File: config.mk
export PLATFORM = sky130hd
export DESIGN_NAME = clint_core
export DESIGN_NICKNAME = d
export VERILOG_FILES = /design/src/rtl/clint_core.sv
export SDC_FILE = /design/constraint.sdc
export NUM_CORES = 1
export LEC_CHECK = 0
export BUFFER_PORTS_ARGS = -buffer_cell sky130_fd_sc_hd__buf_2
export CORE_MARGIN = 3
export CORE_UTILIZATION = 56
export CTS_CLUSTER_SIZE = 40
export DETAILED_ROUTE_END_ITERATION = 16
export PLACE_DENSITY = 0.81
export REMOVE_ABC_BUFFERS = 1
export SYNTH_ARGS = -nofsm -noshare
export SYNTH_HDL_FRONTEND = slang
export SYNTH_SLANG_ARGS = --single-unit
File: constraint.sdc
create_clock -name clock -period 3.52 [get_ports clock]
set_clock_uncertainty 0.2 [all_clocks]
set_input_delay 1.056 -clock clock [delete_from_list [all_inputs] [get_ports clock]]
set_output_delay 1.056 -clock clock [all_outputs]
set_load 0.02 [all_outputs]
File: src/rtl/clint_core.sv
// clint_core: core-local interruptor (RISC-V CLINT) for a single hart.
// Holds msip, the 64-bit mtimecmp compare register and the free-running
// 64-bit mtime counter, and answers single-cycle bus requests.
// Optional feature: define CLINT_MTIME_WR_EN to make mtime writable over the
// bus at offsets 0xBFF8/0xBFFC. Without it mtime is read-only.
module clint_core #(
  parameter int unsigned TIME_DIV = 1
) (
  input  logic        clock,
  input  logic        reset,
  input  logic        clint_valid,
  input  logic        clint_instr,
  input  logic [31:0] clint_addr,
  input  logic [31:0] clint_wdata,
  input  logic [3:0]  clint_wstrb,
  output logic [31:0] clint_rdata,
  output logic        clint_ready,
  output logic        clint_msip,
  output logic        clint_mtip,
  output logic [63:0] clint_mtime
);

  // Prescaler width; a 1-bit counter is kept even when TIME_DIV is 1.
  localparam int unsigned PW = (TIME_DIV > 1) ? $clog2(TIME_DIV) : 1;
  localparam logic [PW-1:0] PRESC_MAX = PW'(TIME_DIV - 1);

  // Word offsets of the register map (byte offsets, low two bits zero).
  localparam logic [31:0] OFS_MSIP     = 32'h0000_0000;
  localparam logic [31:0] OFS_CMP_LO   = 32'h0000_4000;
  localparam logic [31:0] OFS_CMP_HI   = 32'h0000_4004;
  localparam logic [31:0] OFS_MTIME_LO = 32'h0000_BFF8;
  localparam logic [31:0] OFS_MTIME_HI = 32'h0000_BFFC;

  // Byte-granular merge of write data into an existing word.
  function automatic logic [31:0] f_merge(
    input logic [31:0] old_v,
    input logic [31:0] new_v,
    input logic [3:0]  strb
  );
    logic [31:0] res;
    res = old_v;
    for (int i = 0; i < 4; i++) begin
      if (strb[i]) begin
        res[8*i +: 8] = new_v[8*i +: 8];
      end else begin
        res[8*i +: 8] = old_v[8*i +: 8];
      end
    end
    return res;
  endfunction

  // State registers
  logic [PW-1:0] r_presc;
  logic [63:0]   r_mtime;
  logic [63:0]   r_mtimecmp;
  logic          r_msip;
  logic          r_mtip;
  logic          r_ready;
  logic [31:0]   r_rdata;

  // Decode and next-state wires
  logic [31:0] w_waddr;
  logic        w_wr;
  logic        w_rd;
  logic        w_tick;
  logic [31:0] w_rd_data;
  logic [63:0] w_mtime_nxt;
  logic [63:0] w_mtimecmp_nxt;
  logic        w_msip_nxt;
  logic [PW-1:0] w_presc_nxt;
  logic        w_unused;

  // Fetch qualifier and byte-lane address bits carry no meaning here.
  assign w_unused = &{1'b0, clint_instr, clint_addr[1:0]};

  assign w_waddr = {clint_addr[31:2], 2'b00};
  assign w_wr    = clint_valid & (|clint_wstrb);
  assign w_rd    = clint_valid & ~(|clint_wstrb);
  assign w_tick  = (r_presc == PRESC_MAX);

  // Prescaler next value: wraps to zero on the mtime increment edge.
  always_comb begin
    w_presc_nxt = r_presc;
    if (w_tick) begin
      w_presc_nxt = {PW{1'b0}};
    end else begin
      w_presc_nxt = r_presc + {{(PW-1){1'b0}}, 1'b1};
    end
  end

  // Read mux over pre-edge register values; unmapped offsets read zero.
  always_comb begin
    w_rd_data = 32'h0000_0000;
    case (w_waddr)
      OFS_MSIP:     w_rd_data = {31'h0000_0000, r_msip};
      OFS_CMP_LO:   w_rd_data = r_mtimecmp[31:0];
      OFS_CMP_HI:   w_rd_data = r_mtimecmp[63:32];
      OFS_MTIME_LO: w_rd_data = r_mtime[31:0];
      OFS_MTIME_HI: w_rd_data = r_mtime[63:32];
      default:      w_rd_data = 32'h0000_0000;
    endcase
  end

  // mtimecmp next value: byte-merged bus writes to either half.
  always_comb begin
    w_mtimecmp_nxt = r_mtimecmp;
    if (w_wr && (w_waddr == OFS_CMP_LO)) begin
      w_mtimecmp_nxt[31:0] = f_merge(r_mtimecmp[31:0], clint_wdata, clint_wstrb);
    end else if (w_wr && (w_waddr == OFS_CMP_HI)) begin
      w_mtimecmp_nxt[63:32] = f_merge(r_mtimecmp[63:32], clint_wdata, clint_wstrb);
    end else begin
      w_mtimecmp_nxt = r_mtimecmp;
    end
  end

  // msip next value: only bit0, only when its byte lane is strobed.
  always_comb begin
    w_msip_nxt = r_msip;
    if (w_wr && (w_waddr == OFS_MSIP) && clint_wstrb[0]) begin
      w_msip_nxt = clint_wdata[0];
    end else begin
      w_msip_nxt = r_msip;
    end
  end

`ifdef CLINT_MTIME_WR_EN
  // mtime next value: a bus write wins over a same-edge increment, and the
  // full 64-bit add keeps the low-to-high carry atomic.
  always_comb begin
    w_mtime_nxt = r_mtime;
    if (w_wr && (w_waddr == OFS_MTIME_LO)) begin
      w_mtime_nxt[31:0] = f_merge(r_mtime[31:0], clint_wdata, clint_wstrb);
    end else if (w_wr && (w_waddr == OFS_MTIME_HI)) begin
      w_mtime_nxt[63:32] = f_merge(r_mtime[63:32], clint_wdata, clint_wstrb);
    end else if (w_tick) begin
      w_mtime_nxt = r_mtime + 64'd1;
    end else begin
      w_mtime_nxt = r_mtime;
    end
  end
`else
  // mtime next value: read-only counter, increments on every prescaler wrap.
  always_comb begin
    w_mtime_nxt = r_mtime;
    if (w_tick) begin
      w_mtime_nxt = r_mtime + 64'd1;
    end else begin
      w_mtime_nxt = r_mtime;
    end
  end
`endif

  // Timer state: prescaler and mtime counter.
  always_ff @(posedge clock) begin
    if (reset) begin
      r_presc <= {PW{1'b0}};
      r_mtime <= 64'h0000_0000_0000_0000;
    end else begin
      r_presc <= w_presc_nxt;
      r_mtime <= w_mtime_nxt;
    end
  end

  // Software-visible control registers: mtimecmp and msip.
  always_ff @(posedge clock) begin
    if (reset) begin
      r_mtimecmp <= 64'hFFFF_FFFF_FFFF_FFFF;
      r_msip     <= 1'b0;
    end else begin
      r_mtimecmp <= w_mtimecmp_nxt;
      r_msip     <= w_msip_nxt;
    end
  end

  // Timer interrupt: level compare on pre-edge values, one cycle behind.
  always_ff @(posedge clock) begin
    if (reset) begin
      r_mtip <= 1'b0;
    end else begin
      r_mtip <= (r_mtime >= r_mtimecmp);
    end
  end

  // Bus response: one ready pulse per sampled request; data only on reads.
  always_ff @(posedge clock) begin
    if (reset) begin
      r_ready <= 1'b0;
      r_rdata <= 32'h0000_0000;
    end else begin
      r_ready <= clint_valid;
      if (w_rd) begin
        r_rdata <= w_rd_data;
      end else begin
        r_rdata <= 32'h0000_0000;
      end
    end
  end

  assign clint_rdata = r_rdata;
  assign clint_ready = r_ready;
  assign clint_msip  = r_msip;
  assign clint_mtip  = r_mtip;
  assign clint_mtime = r_mtime;

endmodule

==> results.sh, run 1 <==
export IMPL_irDropWorstVdd_mv=0.3412
export IMPL_finalCriticalPeriod_ns=2.836
export IMPL_io_buffer_count=167
export IMPL_yosys_cell_types_count=48
export IMPL_r2r_setup_slack_ns=0.81
export IMPL_die_w_um=130.4
export IMPL_die_area_sq_mm=0.01700
export IMPL_dr_pass1_iters=5
export IMPL_postCtsSetupBuffers=0
export IMPL_crit_fanout=16
export IMPL_ys_seq_elements=164
export IMPL_leakage_nw=5.202
export IMPL_max_cap_viol_count=0
export IMPL_yosys_area_share_simple_pct=19.80
export IMPL_dp_hpwl_um=16600
export IMPL_initial_core_util_pct=58.50
export IMPL_slew_viol_final=0
export IMPL_hold_viol=0
export IMPL_synth_compound_area_share_pct=13.97
export IMPL_synth_warnings=0
export IMPL_rsz0062_at_grt="no"
export IMPL_cts_sinks=164
export IMPL_min_from="r_mtimecmp[0]$_SDFFE_PP1P_"
export IMPL_synth_top_family_by_area="simple AND/OR/NAND/NOR gates"
export IMPL_seq_area_frac_synth_pct=37.90
export IMPL_seq_area_sq_mm=0.003283
export IMPL_min_to="r_mtimecmp[0]$_SDFFE_PP1P_"
export IMPL_multi_input_area_sq_mm=0.004901
export IMPL_post_route_cells_drive_above_1_share_pct=19.95
export IMPL_r2r_end="clint_mtip$_SDFF_PP0_"
export IMPL_ant_nets=0
export IMPL_netlist_area_sq_mm=0.008663
export IMPL_num_vias=7672
export IMPL_core_area_sq_mm=0.01481
export IMPL_synth_edf_count=0
export IMPL_wl_per_cell_um=17.13
export IMPL_cp_common_cell="nor2_1"
export IMPL_cts_buffers=17
export IMPL_cts_root_buf="clkbuf_16"
export IMPL_synthFlopType="dfxtp_1"
export IMPL_synth_top_area_cell="dfxtp_1"
export IMPL_antenna_found_initial=1
export IMPL_worstPathRequired_ns=3.64
export IMPL_crit_path_start_kind="input pin"
export IMPL_synth_xor_area_share_pct=5.864
export IMPL_ff2ff_path_depth=9
export IMPL_grt_ovfl_total=0
export IMPL_hold_class="reg2reg"
export IMPL_syn_inst=985
export IMPL_place_congestion=0.8692
export IMPL_crit_arrival_ns=2.96
export IMPL_whs_ns=0.3265
export IMPL_drt_initial_drc_count=566
export IMPL_dp_cells=1306
export IMPL_syn_avg_cell_area_sq_um=8.795
export IMPL_clk_pin_slew_ns=0.06
export IMPL_powerDensity_mw_per_mm2=382.3
export IMPL_synth_common_cells="nor2_1, dfxtp_1, inv_1"
export IMPL_ctsResizeCount=0
export IMPL_insertion_delay_ns=0.43
export IMPL_regToRegStartpoint="clint_mtime[0]$_SDFFE_PP0N_"
export IMPL_setup_viol=0
export IMPL_hold_depth=2
export IMPL_cp_slowest_cell="nor2_1"
export IMPL_synth_adder_area_share_pct=9.388
export IMPL_synth_top_area_share_pct=37.90
export IMPL_pin_count=171
export IMPL_row_count=44
export IMPL_setup_tns_ns=0
export IMPL_chipHeight_um=130.4
export IMPL_synth_most_common_cell="nor2_1"
export IMPL_n_antenna_cell=0
export IMPL_status="finished clean"
export IMPL_via_per_inst=5.738
export IMPL_htreeDepth=4
export IMPL_grt_use_total_pct=27.44
export IMPL_critical_path_cell_chain="buf_2, nor4_1, and4_1, nand3_1, nor2_1, and2_1, buf_4, nor2_1, a211o_1"
export IMPL_synth_area_leaders="dfxtp_1, ha_1, mux2i_1"
export IMPL_ys_async_sr_fraction_pct=0
export IMPL_instances_no_fill=1337
export IMPL_drc_errors=0
export IMPL_grt_pass1_wl_um=36720
export IMPL_tritoncts="done"
export IMPL_end_kind="register"
export IMPL_area_growth_pct=18.98
export IMPL_grt_pass1_vias=7377
export IMPL_min_period_over_period_pct=80.56
export IMPL_nFillCells=1209
export IMPL_clock_path_buffers=2
export IMPL_synth_mux_area_share_pct=7.510
export IMPL_max_freq_mhz=352.6
export IMPL_max_stage_delay_ns=0.32
export IMPL_worstSetupPathType="in2reg"
export IMPL_wl_um=22910
export IMPL_max_slew_margin_pct=43.36
export IMPL_fin_nets=1278
export IMPL_grt_max_degree=64
export IMPL_ctsHoldBuffers=0
export IMPL_tightest_slew_ns=0.8282
## layer usage
| layer | global-route usage [%] | vias to the layer above | part of all wire (%) |
|---|---|---|---|
| met1 | 34.70 | 3637 | 43 |
| met2 | 46.77 | 254 | 49 |
| met4 | 8.772 | 2 | 1.7 |
| met5 | 0 | - | 0.057 |
| met3 | 6.138 | 29 | 6.6 |
| li1 | - | 3750 | - |
## per-stage QoR
stage	power [mW]	area [sq um]	utilization (%)	setup slack [ns]
global route	4.058	10310	69.60	0.4850
finish	3.940	10310	69.60	0.6843
detailed placement	2.045	9697	65.48	0.2572
CTS	3.960	10310	69.60	0.7075
floorplan	1.938	8443	-	0.006343
global placement	2.043	9697	65.48	0.3198
## layout by cell type, fill, tap and decap left out, drive strengths merged, types with 3 or more instances in the layout
cell,Yosys,routed
nand4,27,27
o22a,31,31
nor4,11,11
nand2,48,48
a21oi,33,33
dfxtp,164,164
xor2,41,41
and3,16,16
nor2b,7,7
buf,16,188
and2,11,11
mux2i,65,65
or3,5,5
clkbuf,35,22
a21o,7,7
a211o,64,64
xnor2,17,17
o21ai,16,16
and4,7,7
clkinv,0,5
nand3,26,26
nand2b,3,3
a211oi,3,3
nor2,168,168
nor3,15,15
ha,65,65
bufinv,0,3
inv,69,69
## sequential cells by signal (all words and copies together) (netlist names)
register,cells
clint_msip,1
clint_mtime,64
clint_mtip,1
clint_rdata,32
clint_ready,1
r_mtimecmp,64
r_presc,1
## area by class of cell
| class | instances | share of cell area, % |
|---|---|---|
| well taps | 184 | 2.234 |
| inverters | 69 | 2.513 |
| repair buffers | 188 | 9.930 |
| clock buffers | 22 | 4.698 |
| clock inverters | 9 | 1.226 |
| flip-flops and latches | 164 | 31.85 |
| multi-input cells | 701 | 47.55 |
## kinds of logic after synthesis
family / Yosys count
AO/OA/AOI/OAI: 161
buffers and inverters: 120
multiplexers: 65
AND/OR/NAND/NOR: 351
other: 1
adder cells (fa/ha/maj): 65
XOR/XNOR: 58
flip-flops: 164
## power breakdown
group | internal [mW] | total (mW) | switching (mW)
registers | 1.86 | 1.87 | 0.00587
clock network | 1.18 | 1.94 | 0.753
logic | 0.0574 | 0.139 | 0.0815
total | 3.10 | 3.94 | 0.840
## worst max path at each step
stage | from | endpoint | slack, ns
6_report | clint_addr[26] | r_mtimecmp[50]$_SDFFE_PP1P_ | 0.68
5_1_grt | clint_addr[26] | r_mtimecmp[52]$_SDFFE_PP1P_ | 0.48
4_1_cts | clint_addr[26] | r_mtimecmp[50]$_SDFFE_PP1P_ | 0.71
3_5_place_dp | clint_addr[26] | r_mtimecmp[50]$_SDFFE_PP1P_ | 0.26
3_3_place_gp | clint_addr[18] | r_mtimecmp[49]$_SDFFE_PP1P_ | 0.32
2_1_floorplan | clint_addr[18] | r_mtimecmp[10]$_SDFFE_PP1P_ | 0.006
## worst max-delay path: cells and delay by family
kind	cells	cell delay, ns
and+or+nand+nor	6	1.30
buffers and inverters	2	0.33
AOI/OAI and AO/OA	1	0.26
Power figures use the tool's default switching activity.
==> run 2: changes to the inputs <==
--- a/config.mk
+++ b/config.mk
@@ -7,10 +7,10 @@
 export LEC_CHECK = 0
 export BUFFER_PORTS_ARGS = -buffer_cell sky130_fd_sc_hd__buf_2
 export CORE_MARGIN = 3
-export CORE_UTILIZATION = 56
+export CORE_UTILIZATION = 50
 export CTS_CLUSTER_SIZE = 40
 export DETAILED_ROUTE_END_ITERATION = 16
-export PLACE_DENSITY = 0.81
+export PLACE_DENSITY = 0.76
 export REMOVE_ABC_BUFFERS = 1
 export SYNTH_ARGS = -nofsm -noshare
 export SYNTH_HDL_FRONTEND = slang
==> constraint.sdc (replaced) <==
create_clock -name clock -period 2.3 [get_ports clock]
set_clock_uncertainty 0.2 [all_clocks]
set_input_delay 0.69 -clock clock [delete_from_list [all_inputs] [get_ports clock]]
set_output_delay 0.69 -clock clock [all_outputs]
set_load 0.02 [all_outputs]
==> run 2 against run 1 <==
Effect of this change:
- total power is 56% higher
- wire length grew 13%
- cell count rose by 12%
- via count rose by 8.0%
- worst setup slack worse by 0.64 ns
- first-iteration DRC count down 13%
- sequential cell count stayed put
- critical path type unchanged
- largest cell class unchanged
- largest power group unchanged
==> results.sh, run 2 (synthesized netlist as in run 1, its figures left out) <==
export IMPL_grt_use_total_pct=26.47
export IMPL_cp_slowest_cell="and4_1"
export IMPL_max_freq_mhz=442.6
export IMPL_cts_buffers=17
export IMPL_dp_cells=1460
export IMPL_final_cell_area_sq_mm=0.01164
export IMPL_grt_ovfl_total=0
export IMPL_leakage_nw=5.942
export IMPL_wl_per_cell_um=17.23
export IMPL_n_antenna_cell=0
export IMPL_instances_no_fill=1502
export IMPL_area_growth_pct=34.34
export IMPL_tritoncts="done"
export IMPL_io_buffer_count=167
export IMPL_setup_tns_ns=0
export IMPL_fin_util_pct=69.44
export IMPL_die_area_sq_mm=0.01894
export IMPL_hold_class="in2reg"
export IMPL_grt_pass1_vias=7871
export IMPL_layout_common_cells="nor2_1, buf_2, dfxtp_1, buf_4, inv_1"
export IMPL_end_kind="register"
export IMPL_setup_ws_ns=0.04043
export IMPL_powerDensity_mw_per_mm2=527.0
export IMPL_rsz0062_at_grt="yes"
export IMPL_ant_nets=0
export IMPL_antenna_found_initial=1
export IMPL_dp_hpwl_um=18450
export IMPL_status="finished clean"
export IMPL_row_count=47
export IMPL_core_area_sq_mm=0.01676
export IMPL_via_per_inst=5.517
export IMPL_pre_cts_ws_ns=-0.4921
export IMPL_fin_nets=1406
export IMPL_insertion_delay_ns=0.43
export IMPL_htreeDepth=4
export IMPL_max_stage_delay_ns=0.27
export IMPL_path_buf_inv=3
export IMPL_initial_core_util_pct=51.69
export IMPL_drc_errors=0
export IMPL_grt_pass1_wl_um=39050
export IMPL_worstPathRequired_ns=2.42
export IMPL_whs_ns=0.2708
export IMPL_critPathTopFamily="simple AND/OR/NAND/NOR gates"
export IMPL_clock_path_buffers=2
export IMPL_chipHeight_um=137.6
export IMPL_crit_arrival_ns=2.38
export IMPL_post_route_cells_drive_above_1_share_pct=32.06
export IMPL_max_cap_viol_count=0
export IMPL_final_common_cell="nor2_1"
export IMPL_pin_count=171
export IMPL_die_w_um=137.6
export IMPL_crit_fanout=8
export IMPL_finalCriticalPeriod_ns=2.260
export IMPL_setup_viol=0
export IMPL_wl_um=25870
export IMPL_drt_initial_drc_count=495
export IMPL_power_mw=6.134
export IMPL_grt_max_degree=87
export IMPL_slew_viol_final=0
export IMPL_cts_sinks=164
export IMPL_cts_root_buf="clkbuf_16"
export IMPL_hold_viol=0
export IMPL_dr_pass1_iters=5
export IMPL_place_congestion=0.8708
export IMPL_crit_path_start_kind="input pin"
export IMPL_clk_pin_slew_ns=0.07
export IMPL_min_period_over_period_pct=98.24
export IMPL_irDropWorstVdd_mv=0.5561
export IMPL_num_vias=8287
export IMPL_critical_path_cell_chain="buf_2, nor4_2, and4_1, nand3_2, nor2b_1, buf_4, and2_4, buf_12, nor2_1, a211o_1"
export IMPL_worstSetupPathType="in2reg"
export IMPL_place_area_sq_mm=0.01070
## run 2: cell types whose count changed in the layout (fill, tap and decap cells not counted), sizes merged
cell      before  now
buf          188  315
clkbuf        22   19
clkinv         5    7
clkinvlp       1    3
bufinv         3    4
## run 2: worst paths after layout
path	start	end	slack, ns	depth (start not counted)
setup reg to reg	clint_mtime[2]$_SDFFE_PP0N_	clint_mtime[59]$_SDFFE_PP0N_	0.05	9
hold / removal	clint_wdata[11]	r_mtimecmp[11]$_SDFFE_PP1P_	0.27	2
setup / recovery	clint_addr[26]	r_mtimecmp[23]$_SDFFE_PP1P_	0.04	10
hold reg to reg	clint_msip$_SDFFE_PP0P_	clint_msip$_SDFFE_PP0P_	0.34	2
## run 2: routing by layer
layer / wire length [um] / GRT usage, % / vias up / part of all wire (%)
met4: 595 / 9.146 / 2 / 2.3
met1: 11000 / 33.14 / 3952 / 43
li1: - / - / 3996 / -
met2: 12520 / 44.77 / 281 / 48
met5: 19 / 0 / - / 0.073
met3: 1738 / 6.026 / 56 / 6.7
## run 2: timing repair
item / CTS / global route
gates resized for setup: 16 / 51
cloned: 0 / 1
setup endpoints to repair: 34 / 115
buffers inserted: 1 / 9
pin swaps: 5 / 18
hold buffers: 0 / 0
## run 2: final cells by class
cell class,instances,area (sq um)
Inverter,69,259.0
Clock inverter,14,185.2
Multi-Input combinational cell,701,5082
Fill cell,1306,5121
Sequential cell,164,3301
Tap cell,220,275.3
Clock buffer,18,439.2
Timing Repair Buffer,316,2097
## run 2: power by group
| group | switching [mW] | internal [mW] | total [mW] |
|---|---|---|---|
| Sequential | 0.00289 | 2.84 | 2.85 |
| Combinational | 0.140 | 0.102 | 0.242 |
| Clock | 1.21 | 1.84 | 3.05 |
==> run 3: changes to the inputs <==
--- a/config.mk
+++ b/config.mk
@@ -10,6 +10,7 @@
 export CORE_UTILIZATION = 50
 export CTS_CLUSTER_SIZE = 40
 export DETAILED_ROUTE_END_ITERATION = 16
+export GPL_TIMING_DRIVEN = 0
 export PLACE_DENSITY = 0.76
 export REMOVE_ABC_BUFFERS = 1
 export SYNTH_ARGS = -nofsm -noshare
==> constraint.sdc (replaced) <==
create_clock -name clock -period 2.3 [get_ports clock]
set_clock_uncertainty 0.2 [all_clocks]
set_input_delay 0.69 -clock clock [delete_from_list [all_inputs] [get_ports clock]]
set_output_delay 0.69 -clock clock [all_outputs]
set_load 0.1 [all_outputs]
==> run 3 against run 2 <==
Effect of this change:
- the run now ends with negative setup slack left
- first-iteration DRC count rose by 36%
- wire length up 5.3%
- cell count is 6.0% lower
- sequential power is essentially flat
- combinational power increased by 17%
- critical path type is now reg2reg
- highest routed layer is now met4
==> results.sh, run 3 (synthesized netlist as in run 1, its figures left out) <==
export IMPL_leakage_nw=5.591
export IMPL_max_freq_mhz=426.9
export IMPL_setup_viol=4
export IMPL_core_area_sq_mm=0.01676
export IMPL_grt_pass1_vias=7500
export IMPL_setup_ws_ns=-0.04241
export IMPL_pre_cts_ws_ns=-1.757
export IMPL_rsz0062_at_grt="yes"
export IMPL_layout_common_cells="nor2_1, buf_2, dfxtp_1, inv_1, mux2i_1"
export IMPL_ff2ff_path_depth=6
export IMPL_chipHeight_um=137.6
export IMPL_grt_max_degree=80
export IMPL_grt_ovfl_total=0
export IMPL_crit_fanout=6
export IMPL_htreeDepth=4
export IMPL_n_antenna_cell=0
export IMPL_num_vias=8171
export IMPL_ant_nets=0
export IMPL_hold_viol=0
export IMPL_cts_buffers=17
export IMPL_insertion_delay_ns=0.44
export IMPL_hold_class="in2reg"
export IMPL_place_congestion=0.8409
export IMPL_finalCriticalPeriod_ns=2.342
export IMPL_regToRegStartpoint="clint_mtime[35]$_SDFFE_PP0N_"
export IMPL_crit_path_start_kind="register"
export IMPL_cts_root_buf="clkbuf_16"
export IMPL_dr_pass1_iters=11
export IMPL_r2r_end="clint_mtime[53]$_SDFFE_PP0N_"
export IMPL_via_per_inst=5.787
export IMPL_grt_pass1_wl_um=39560
export IMPL_irDropWorstVdd_mv=0.5378
export IMPL_whs_ns=0.2688
export IMPL_min_period_over_period_pct=101.8
export IMPL_drt_initial_drc_count=672
export IMPL_post_route_cells_drive_above_1_share_pct=29.61
export IMPL_max_cap_viol_count=0
export IMPL_seq_area_sq_mm=0.003359
export IMPL_row_count=47
export IMPL_dp_hpwl_um=16380
export IMPL_initial_core_util_pct=51.69
export IMPL_nFillCells=1335
export IMPL_antenna_found_initial=1
export IMPL_status="complete, but fails checks"
export IMPL_slew_viol_final=0
export IMPL_critical_path_cell_chain="and4_4, nand4_1, or4_4, nand2b_4, or3_4, a21oi_2"
export IMPL_instances_no_fill=1412
export IMPL_tightest_slew_ns=0.5015
export IMPL_grt_use_total_pct=27.05
export IMPL_min_from="clint_wdata[8]"
export IMPL_end_kind="register"
export IMPL_crit_start="clint_mtime[35]$_SDFFE_PP0N_"
export IMPL_hold_depth=2
export IMPL_place_area_sq_mm=0.009649
export IMPL_max_slew_margin_pct=66.57
export IMPL_fin_util_pct=66.70
export IMPL_cts_sinks=164
export IMPL_violations="negative setup slack"
export IMPL_worstPathRequired_ns=2.47
export IMPL_crit_arrival_ns=2.51
export IMPL_cp_slowest_cell="or4_4"
export IMPL_final_common_cell="nor2_1"
export IMPL_final_cell_area_sq_mm=0.01118
export IMPL_clock_path_buffers=2
export IMPL_die_w_um=137.6
export IMPL_io_buffer_count=167
export IMPL_dp_cells=1325
export IMPL_multi_input_area_sq_mm=0.005293
export IMPL_ctsHoldBuffers=0
export IMPL_area_growth_pct=29.03
export IMPL_wl_per_cell_um=19.30
export IMPL_setup_tns_ns=-0.08348
export IMPL_pin_count=171
export IMPL_drc_errors=0
export IMPL_powerDensity_mw_per_mm2=545.5
export IMPL_clk_pin_slew_ns=0.07
export IMPL_r2r_setup_slack_ns=-0.04
export IMPL_max_stage_delay_ns=0.63
export IMPL_worstSetupPathType="reg2reg"
export IMPL_min_to="r_mtimecmp[40]$_SDFFE_PP1P_"
export IMPL_power_mw=6.098
export IMPL_wl_um=27250
export IMPL_die_area_sq_mm=0.01894
export IMPL_tritoncts="done"
export IMPL_fin_nets=1316
## run 3: cell types whose count changed in the layout (fill, tap and decap cells not counted), moves of 4 or more
cell	before	now
buf_4	139	52
dfxtp_1	154	131
buf_2	165	146
dfxtp_4	2	14
dfxtp_2	8	19
clkbuf_4	0	8
buf_12	9	2
and2_2	0	6
nor3_4	0	6
and2_4	6	11
nor3_2	6	2
## run 3: how the worst max path moves through the flow
stage / end / slack (ns) / depth (start not counted)
6_report: clint_mtime[53]$_SDFFE_PP0N_ / -0.04 / 6
5_1_grt: clint_mtime[53]$_SDFFE_PP0N_ / -0.1 / 6
4_1_cts: clint_mtime[56]$_SDFFE_PP0N_ / -0.006 / 7
3_5_place_dp: r_mtimecmp[16]$_SDFFE_PP1P_ / -1.76 / 8
3_3_place_gp: clint_rdata[3]$_SDFF_PP0_ / -2.37 / 5
2_1_floorplan: r_mtimecmp[10]$_SDFFE_PP1P_ / -0.85 / 7
## run 3: timing repair
| item | 4_1_cts | 5_1_grt |
|---|---|---|
| endpoints found under the setup margin | 157 | 136 |
| resized for setup | 97 | 57 |
| pin swaps | 16 | 20 |
| setup buffers | 28 | 15 |
| gates cloned | 7 | 5 |
## run 3: per-layer routing
layer  vias to the layer above  wire [um]  track usage (%)
li1                       3843          -                -
met1                      3934      11480            34.42
met2                       348      13220            46.12
met3                        46       2054            5.296
met4                         0        506            8.481
met5                         -          0                0
## run 3: worst max-delay path: cells and delay by family, from the launching register on
kind / cells / cell delay, ns
AOI/OAI and AO/OA: 1 / 0.13
and+or+nand+nor: 5 / 1.56
DFF: 1 / 0.39
## run 3: cell type report
type                       instances  area share, %
multi-input combinational        711          47.35
timing repair buffer             216          12.37
clock buffer                      19          4.052
inverter                          69          2.317
tap                              220          2.463
clock inverter                    13          1.399
sequential                       164          30.05
## run 3: power by group
part / switching, mW / internal, mW
Clock: 1.21 / 1.76
Sequential: 0.00850 / 2.83
Combinational: 0.178 / 0.106
Total: 1.40 / 4.70
